--- config.mk ---
export PLATFORM = sky130hd
export DESIGN_NAME = servo_sweep_ctrl
export DESIGN_NICKNAME = d
export VERILOG_FILES = /design/src/rtl/servo_sweep_ctrl.sv
export SDC_FILE = /design/constraint.sdc
export NUM_CORES = 1
export LEC_CHECK = 0
export ABC_AREA = 1
export BUFFER_PORTS_ARGS = -buffer_cell sky130_fd_sc_hd__buf_2
export CORE_MARGIN = 2
export CORE_UTILIZATION = 64
export CTS_CLUSTER_DIAMETER = 40
export DETAILED_ROUTE_END_ITERATION = 8
export HOLD_SLACK_MARGIN = 0.15
export PLACE_DENSITY = 0.79
export SLEW_MARGIN = 20
export SYNTH_ARGS = -nofsm -noshare
export SYNTH_HDL_FRONTEND = slang
export SYNTH_SLANG_ARGS = --single-unit
--- constraint.sdc ---
create_clock -name clk -period 2.7 [get_ports clk]
set_input_delay 0.54 -clock clk [delete_from_list [all_inputs] [get_ports clk]]
set_output_delay 0.54 -clock clk [all_outputs]
set_load 0.02 [all_outputs]
--- src/rtl/servo_sweep_ctrl.sv ---
// Multi-channel servo PWM driver: sweeps masked channels PULSE_MIN->PULSE_MAX->PULSE_MIN with per-frame slew limit.
// PWM/at_max/frame_tick are registered (1 clk latency); start is ignored while a sweep is in progress (no queuing).
module servo_sweep_ctrl #(
   parameter int NUM_CH      = 2,
   parameter int CNT_W       = 21,
   parameter int FRAME_CLKS  = 1000000,
   parameter int PULSE_MIN   = 50000,
   parameter int PULSE_MAX   = 100000,
   parameter int STEP        = 5000,
   parameter int HOLD_FRAMES = 31
) (
   input  logic              clk,
   input  logic              rst_n,
   input  logic              start,
   input  logic [NUM_CH-1:0] ch_sel,
   output logic              busy,
   output logic              done,
   output logic [NUM_CH-1:0] pwm,
   output logic              frame_tick,
   output logic [NUM_CH-1:0] at_max
);

   typedef enum logic [1:0] {IDLE, OUT, BACK, DONE} state_t;

   localparam int HW = (HOLD_FRAMES > 1) ? $clog2(HOLD_FRAMES) : 1;
   localparam logic [CNT_W-1:0] P_MIN  = CNT_W'(PULSE_MIN);
   localparam logic [CNT_W-1:0] P_MAX  = CNT_W'(PULSE_MAX);
   localparam logic [CNT_W-1:0] P_STEP = CNT_W'(STEP);
   localparam logic [CNT_W-1:0] F_LAST = CNT_W'(FRAME_CLKS - 1);
   localparam logic [CNT_W:0]   MIN_X  = (CNT_W+1)'(PULSE_MIN);
   localparam logic [CNT_W:0]   MAX_X  = (CNT_W+1)'(PULSE_MAX);
   localparam logic [CNT_W:0]   STEP_X = (CNT_W+1)'(STEP);
   localparam logic [HW-1:0]    HOLD_LAST = HW'(HOLD_FRAMES - 1);

   state_t            state;
   logic [CNT_W-1:0]  frame_cnt;
   logic              frame_end;
   logic [CNT_W-1:0]  width [NUM_CH];
   logic [CNT_W-1:0]  up_w  [NUM_CH];
   logic [CNT_W-1:0]  dn_w  [NUM_CH];
   logic [NUM_CH-1:0] mask;
   logic [HW-1:0]     hold_cnt;
   logic              all_max;
   logic              all_min;

   assign frame_end = (frame_cnt == F_LAST);

   // Slew computations run one bit wider so width+STEP clamps instead of wrapping.
   always_comb begin
      all_max = 1'b1;
      all_min = 1'b1;
      for (int i = 0; i < NUM_CH; i++) begin
         up_w[i] = (({1'b0, width[i]} + STEP_X) >= MAX_X) ? P_MAX : width[i] + P_STEP;
         dn_w[i] = ({1'b0, width[i]} <= (MIN_X + STEP_X)) ? P_MIN : width[i] - P_STEP;
         if (mask[i] && (width[i] != P_MAX)) all_max = 1'b0;
         if (mask[i] && (width[i] != P_MIN)) all_min = 1'b0;
      end
   end

   always_ff @(posedge clk or negedge rst_n) begin
      if (!rst_n) begin
         frame_cnt  <= '0;
         frame_tick <= 1'b0;
         pwm        <= '0;
         at_max     <= '0;
      end else begin
         frame_cnt  <= frame_end ? '0 : frame_cnt + 1'b1;
         frame_tick <= frame_end;
         for (int i = 0; i < NUM_CH; i++) begin
            pwm[i]    <= (frame_cnt < width[i]);
            at_max[i] <= (width[i] == P_MAX);
         end
      end
   end

   // busy/done are updated on the DONE->IDLE edge, so a held start re-triggers with a single busy-low cycle.
   always_ff @(posedge clk or negedge rst_n) begin
      if (!rst_n) begin
         state    <= IDLE;
         mask     <= '0;
         hold_cnt <= '0;
         busy     <= 1'b0;
         done     <= 1'b0;
         for (int i = 0; i < NUM_CH; i++) width[i] <= P_MIN;
      end else begin
         done <= 1'b0;
         case (state)
            IDLE: begin
               if (start && (ch_sel != '0)) begin
                  mask     <= ch_sel;
                  hold_cnt <= '0;
                  busy     <= 1'b1;
                  state    <= OUT;
                  if (frame_end) begin
                     for (int i = 0; i < NUM_CH; i++)
                        if (ch_sel[i]) width[i] <= up_w[i];
                  end
               end
            end
            OUT: begin
               if (frame_end) begin
                  if (all_max) begin
                     if (hold_cnt == HOLD_LAST) begin
                        hold_cnt <= '0;
                        state    <= BACK;
                     end else begin
                        hold_cnt <= hold_cnt + 1'b1;
                     end
                  end else begin
                     for (int i = 0; i < NUM_CH; i++)
                        if (mask[i]) width[i] <= up_w[i];
                  end
               end
            end
            BACK: begin
               if (frame_end) begin
                  if (all_min) begin
                     if (hold_cnt == HOLD_LAST) begin
                        hold_cnt <= '0;
                        state    <= DONE;
                     end else begin
                        hold_cnt <= hold_cnt + 1'b1;
                     end
                  end else begin
                     for (int i = 0; i < NUM_CH; i++)
                        if (mask[i]) width[i] <= dn_w[i];
                  end
               end
            end
            DONE: begin
               done  <= 1'b1;
               busy  <= 1'b0;
               state <= IDLE;
            end
            default: state <= IDLE;
         endcase
      end
   end

endmodule

Word-level counts from Yosys, hierarchy flattened

Index checks and enable logic that the tools add are counted.

Output and inout port bits: 7
Register bits: 79
Word-level logic and storage cells: 107
Input bits: 5

Magnitude comparators: 6
$add $sub $neg: 8
Reduce and logical (&&, ||, !) cells: 15
Equal/unequal tests: 27
Multiplexer cells: 40

Operator list:

| cell                     | number |
|---|---|
| $mux W42                 | 6 |
| $mux W21                 | 11 |
| $pmux W42 S3             | 1 |
| $add A21 B13 Y22 const B | 2 |
| $ge A22 B17 Y1 const B   | 2 |
| $add A21 B13 Y21 const B | 2 |
| $eq A21 B17 Y1 const B   | 2 |
| $le A21 B16 Y1 const B   | 2 |
| $lt A21 B21 Y1           | 2 |
| $ne A21 B16 Y1 const B   | 2 |
| $ne A21 B17 Y1 const B   | 2 |
| $sub A21 B13 Y21 const B | 2 |
| $ne A2 B2 Y1 const B     | 16 |
| $mux W5                  | 6 |
| $add A21 B1 Y21 const B  | 1 |
| $eq A21 B20 Y1 const B   | 1 |
| $reduce_and A10 Y1       | 2 |
| $pmux W5 S3              | 1 |
| $mux W2                  | 7 |
| $pmux W2 S4              | 1 |
| $reduce_and A7 Y1        | 1 |
| $mux W1                  | 6 |
| $reduce_and A6 Y1        | 1 |
| $add A5 B1 Y5 const B    | 1 |
| 9 further kinds          | 16 |

Depth between registers and ports, before layout

Depth in word-level cells: 7
Gate-level depth with buffers: 17

Worst setup path before layout

Ideal clock, no wire load.

Path type: register -> register
Start: reg width[25] in the netlist's numbering
End: reg width[26] in the netlist's numbering
Setup time: 0.120 ns
Data arrival time: 1.810 ns
Buffers on the path: 0
Stages on the path, launching flop included: 15
Setup slack: 0.770 ns
Period minus slack after synthesis: 1.930 ns
Path through: dfstp_2 -> ha_1 -> inv_1 -> nor2_4 -> nor2_4 -> nor2_4 -> nand2_1 -> nand2_1 -> nand3_1 -> nand2_1 -> nand2_2 -> nor2_8 -> nand3_4 -> nand2_8 -> a21oi_2

Cells in the longest elaborated chain, start to end: 7
Elaborated cells on any way between the ends: 28
Classes of those cells: add/sub (3); order compare (2); eq/ne (4); mux (16); reduce/logical (3)

Ends and longest elaborated chain:

| item                            | RTL line | RTL |
|---|---|---|
| start, declared                 | 38       | `logic [CNT_W-1:0] width [NUM_CH];` |
| start signal, assigned by index | 96       | `if (ch_sel[i]) width[i] <= up_w[i];` |
| start signal, assigned by index | 111      | `if (mask[i]) width[i] <= up_w[i];` |
| start signal, assigned by index | 126      | `if (mask[i]) width[i] <= dn_w[i];` |
| $add A21 B13 Y22                | 53       | `up_w[i] = (({1'b0, width[i]} + STEP_X) >= MAX_X) ? P_MAX : width[i] + P_STEP;` |
| $ge A22 B17 Y1                  | 53       |  |
| $mux W21                        | 53       |  |
| $mux W21 (on tied branches)     | 111, 96  |  |
| $mux W42 (on tied branches)     | 102, 94  |  |
| $mux W42 (on tied branches)     | 101, 89  |  |
| $pmux W42 S3                    | 87       | `case (state)` |

Parallel ways exist; a longest one is shown, timed or not. The select of a mux whose other input is x is not followed.
A chain may end at the register's enable or synchronous reset.

Worst setup path after layout

Start: reg frame_cnt[15]
End: reg width[14] in the netlist's numbering

Cells in the longest elaborated chain, start to end: 3
Elaborated cells on any way between the ends: 5
Classes of those cells: eq/ne (4); reduce/logical (1)

Ends and longest elaborated chain:

| item                                  | RTL line | RTL |
|---|---|---|
| start, declared                       | 36       | `logic [CNT_W-1:0] frame_cnt;` |
| start signal, assigned                | 67       | `frame_cnt <= frame_end ? '0 : frame_cnt + 1'b1;` |
| $eq A21 B20 Y1 *                      | 46       | `assign frame_end = (frame_cnt == F_LAST);` |
| $ne A2 B2 Y1 (no source line)         | -        |  |
| $reduce_and A10 Y1 (no source line) * | -        |  |

Mark *: on every way between the ends. The rest lies on a longest branch, timed or not.

==> impl_metrics.csv <==
group,metric,value,unit
run_status,outcome,"completed",
timing,maxSlewViolCount,0,
synthesis,syn_area,6910,um^2
timing,finalHoldViolations,0,
synthesis,ys_ff_latch,73,
timing,finalCriticalPeriod,2460,ps
global_route,grtUsageTotal,36.8,%
route,wl_per_cell,16.4,um
place,dp_cells,1222,
timing,rsz0062_at_grt,"false",
min_path,hp-class,"primary input to asynchronous set/reset pin",
setup_path,crit_path_top_delay_cell,"nor2_2",
setup_path,start_kind,"register",
clocking,htree_levels,3,
synthesis,syn-num-nets,1075,
global_route,grt_pass1_wl,33100,um
route,vias,7231,
setup_path,crit_type,"register to register",
synthesis,synth_top_area_share,22.1,%
clocking,cts_tree,"done",
synthesis,synth_seq_area_share,26.7,%
final_layout,n_antenna_cell,0,
timing,clock.fmax,0.406,GHz
setup_path,r2r-end,"width[14]$_DFFE_PN1P_",
pwr,p_per_area,1220,nW/um^2
timing,fin_setup_tns,0,ps
clocking,cts_root_buffer,"clkbuf_8",
place,dp_hpwl,15700,um
clocking,clock_sinks,73,
setup_path,r2r_start,"frame_cnt[15]$_DFF_PN0_",
die,die_y,108,um
setup_path,worstPathCellList,"inv_1, nand3_1, nor2_1, nand4_4, nand2_1, buf_4, nand3_1, nor2_2, nand2_1, nor2_1, a21oi_1",
synthesis,synth_top_cell_by_area,"dfrtp_1",
timing,slew_headroom,55.1,%
route,top_layer,"met4",
die,ios,12,
final_layout,fin_nets,1149,
die,die_area,11600,um^2
route,via_per_inst,5.84,
timing,clock-skew-final,11.0,ps
die,rows,37,
die,start_util,66.3,%
setup_path,crit_fanout,15,
timing,tightestPinTransition,673,ps
route,ant_nets,0,
run,drv_cap,0,
clocking,ctsHoldBuffers,0,
clocking,clock_latency,380,ps
synthesis,synth_edf_count,0,
final_layout,layout-drive-gt1-share,17.7,%
timing,hold_ws,165,ps
synthesis,synthArstFlopShare,100,%
clocking,postCtsSetupBuffers,0,
route,totalWireLength,20300,um
pwr,cellLeakagePower,4.00,nW
pwr,ir_drop,1.30,mV
clocking,path_clk_slew,80,ps
final_layout,area_growth,13.0,%
setup_path,cp_data_required_time,3000,ps
route,dr.pass1.iters,6,
route,met2_length,8500,um
synthesis,avgSynthCellArea,6.75,um^2
global_route,grt_pass1_vias,6586,
place,port_buffers,11,
clocking,cts_buffers,9,
route,met1_length,9170,um
setup_path,cp_slowest_stage_delay,570,ps
global_route,overflow,0,
setup_path,end_kind,"register",
synthesis,synth_cells,1023,
timing,finalSetupViolCount,0,
route,first_iter_violations,960,
setup_path,r2r_cells,11,
place,gp_congestion,0.996,
setup_path,r2r_slack,240,ps
synthesis,ys_types,51,
setup_path,worst_ep_arrival_time,2760,ps
synthesis,synth_top_cells_by_count,"241 x nand2_1, 135 x nor2_1, 101 x inv_1",
final_layout,fin_cells,1238,
global_route,grt_antenna_before_repair,0,
die,die_x,108,um
global_route,grt_start_max_net_pins,74,
clocking,cts_buffer_depth,2,
timing,fin_crit_sh,91.1,%
pwr,fin_total_pwr,9.55,mW
die,coreArea,10400,um^2
synthesis,post-synth-top-count-cell,"nand2_1",
synthesis,yosys-top-cells-area,"dfrtp_1 22%, nand2_1 13%, ha_1 8.5%",
route,met3_wirelength,2180,um
route,drc,0,
synthesis,yosys_warnings,0,
synthesis,synth_ff_type,"dfrtp_1",
==> per-stage QoR <==
stage	worst slack, ps	utilization [%]	instance area (um^2)
floorplan	770	-	6910
global placement	149	72.6	7560
detailed placement	45.4	72.6	7560
CTS	22.6	74.9	7800
global route	50.9	74.9	7800
finish	239	74.9	7800
==> report_power, final <==
| part | internal, mW | total (mW) | switching, mW |
|---|---|---|---|
| Combinational | 2.23 | 6.59 | 4.36 |
| Sequential | 1.48 | 1.88 | 0.405 |
| Clock | 0.611 | 1.08 | 0.465 |
==> cells in the final DEF (no fill, tap or decap), drive strengths merged <==
| master | instances |
|---|---|
| o311ai | 1 |
| clkinv | 7 |
| nand3b | 3 |
| inv | 121 |
| o21a | 4 |
| a21o | 2 |
| ha | 47 |
| o2111ai | 1 |
| and2 | 1 |
| clkinvlp | 1 |
| a31oi | 5 |
| bufinv | 3 |
| xor2 | 26 |
| o22ai | 3 |
| a22oi | 8 |
| a311oi | 1 |
| o21bai | 2 |
| nor2 | 148 |
| nor3b | 2 |
| xnor2 | 6 |
| a21oi | 48 |
| or2 | 2 |
| o21ai | 57 |
| nand2 | 259 |
| dfstp | 12 |
| nor3 | 32 |
| a211oi | 4 |
| nand4 | 32 |
| nand3 | 93 |
| buf | 90 |
| clkbuf | 10 |
| o211ai | 4 |
| dfrtp | 61 |
| nor4 | 6 |
==> worst max path at each step <==
stage / to / startpoint / slack [ps] / depth (start not counted)
global route: width[3]$_DFFE_PN0P_ / width[4]$_DFFE_PN1P_ / 50 / 14
global placement: width[37]$_DFFE_PN0P_ / frame_cnt[13]$_DFF_PN0_ / 150 / 10
detailed placement: width[31]$_DFFE_PN0P_ / frame_cnt[10]$_DFF_PN0_ / 50 / 10
finish: width[14]$_DFFE_PN1P_ / frame_cnt[15]$_DFF_PN0_ / 240 / 11
floorplan: width[26]$_DFFE_PN0P_ / width[25]$_DFFE_PN1P_ / 770 / 14
CTS: width[31]$_DFFE_PN0P_ / frame_cnt[0]$_DFF_PN0_ / 20 / 10
==> repair_timing <==
action | 4_1_cts | 5_1_grt
resized for setup | 0 | 1
setup endpoints to repair | 0 | 13
hold endpoints to repair | 0 | 0
==> registers in the layout (all words and copies together) (netlist names) <==
signal and cells:
mask 2, done 1, hold_cnt 5, busy 1
width 36, at_max 2, pwm 2, frame_tick 1
state 2, frame_cnt 21
==> area by class of cell <==
class,count,area [um^2]
Sequential cell,73,1840
Inverter,126,474
Fill cell,897,2610
Clock inverter,6,108
Clock buffer,10,128
Multi-Input combinational cell,797,4420
Timing Repair Buffer,90,663
Tap cell,136,170
==> metal layers <==
| metal | up-vias | GRT usage (%) |
|---|---|---|
| li1 | 3527 | - |
| met2 | 379 | 53.4 |
| met4 | 0 | 9.52 |
| met3 | 49 | 8.90 |
| met5 | - | 0 |
| met1 | 3276 | 54.5 |
==> critical path, delay by kind of cell, from the launching register on <==
family | cells | cell delay (ps)
flip-flops | 1 | 400
AO/OA/AOI/OAI | 1 | 80
AND/OR/NAND/NOR | 8 | 1700
buffers and inverters | 2 | 190
==> cells by family (layout without fill, tap and decap cells) <==
| kind of cell | after synthesis | after routing | synth area share [%] |
|---|---|---|---|
| adders and majority gates | 47 | 47 | 8.51 |
| AOI/OAI and AO/OA | 140 | 140 | 11.9 |
| and+or+nand+nor | 578 | 578 | 39.4 |
| DFF | 73 | 73 | 26.7 |
| xor gates and xnor gates | 32 | 32 | 4.06 |
| buffers and inverters | 153 | 232 | 9.45 |
(Power assumes the default switching activity.)
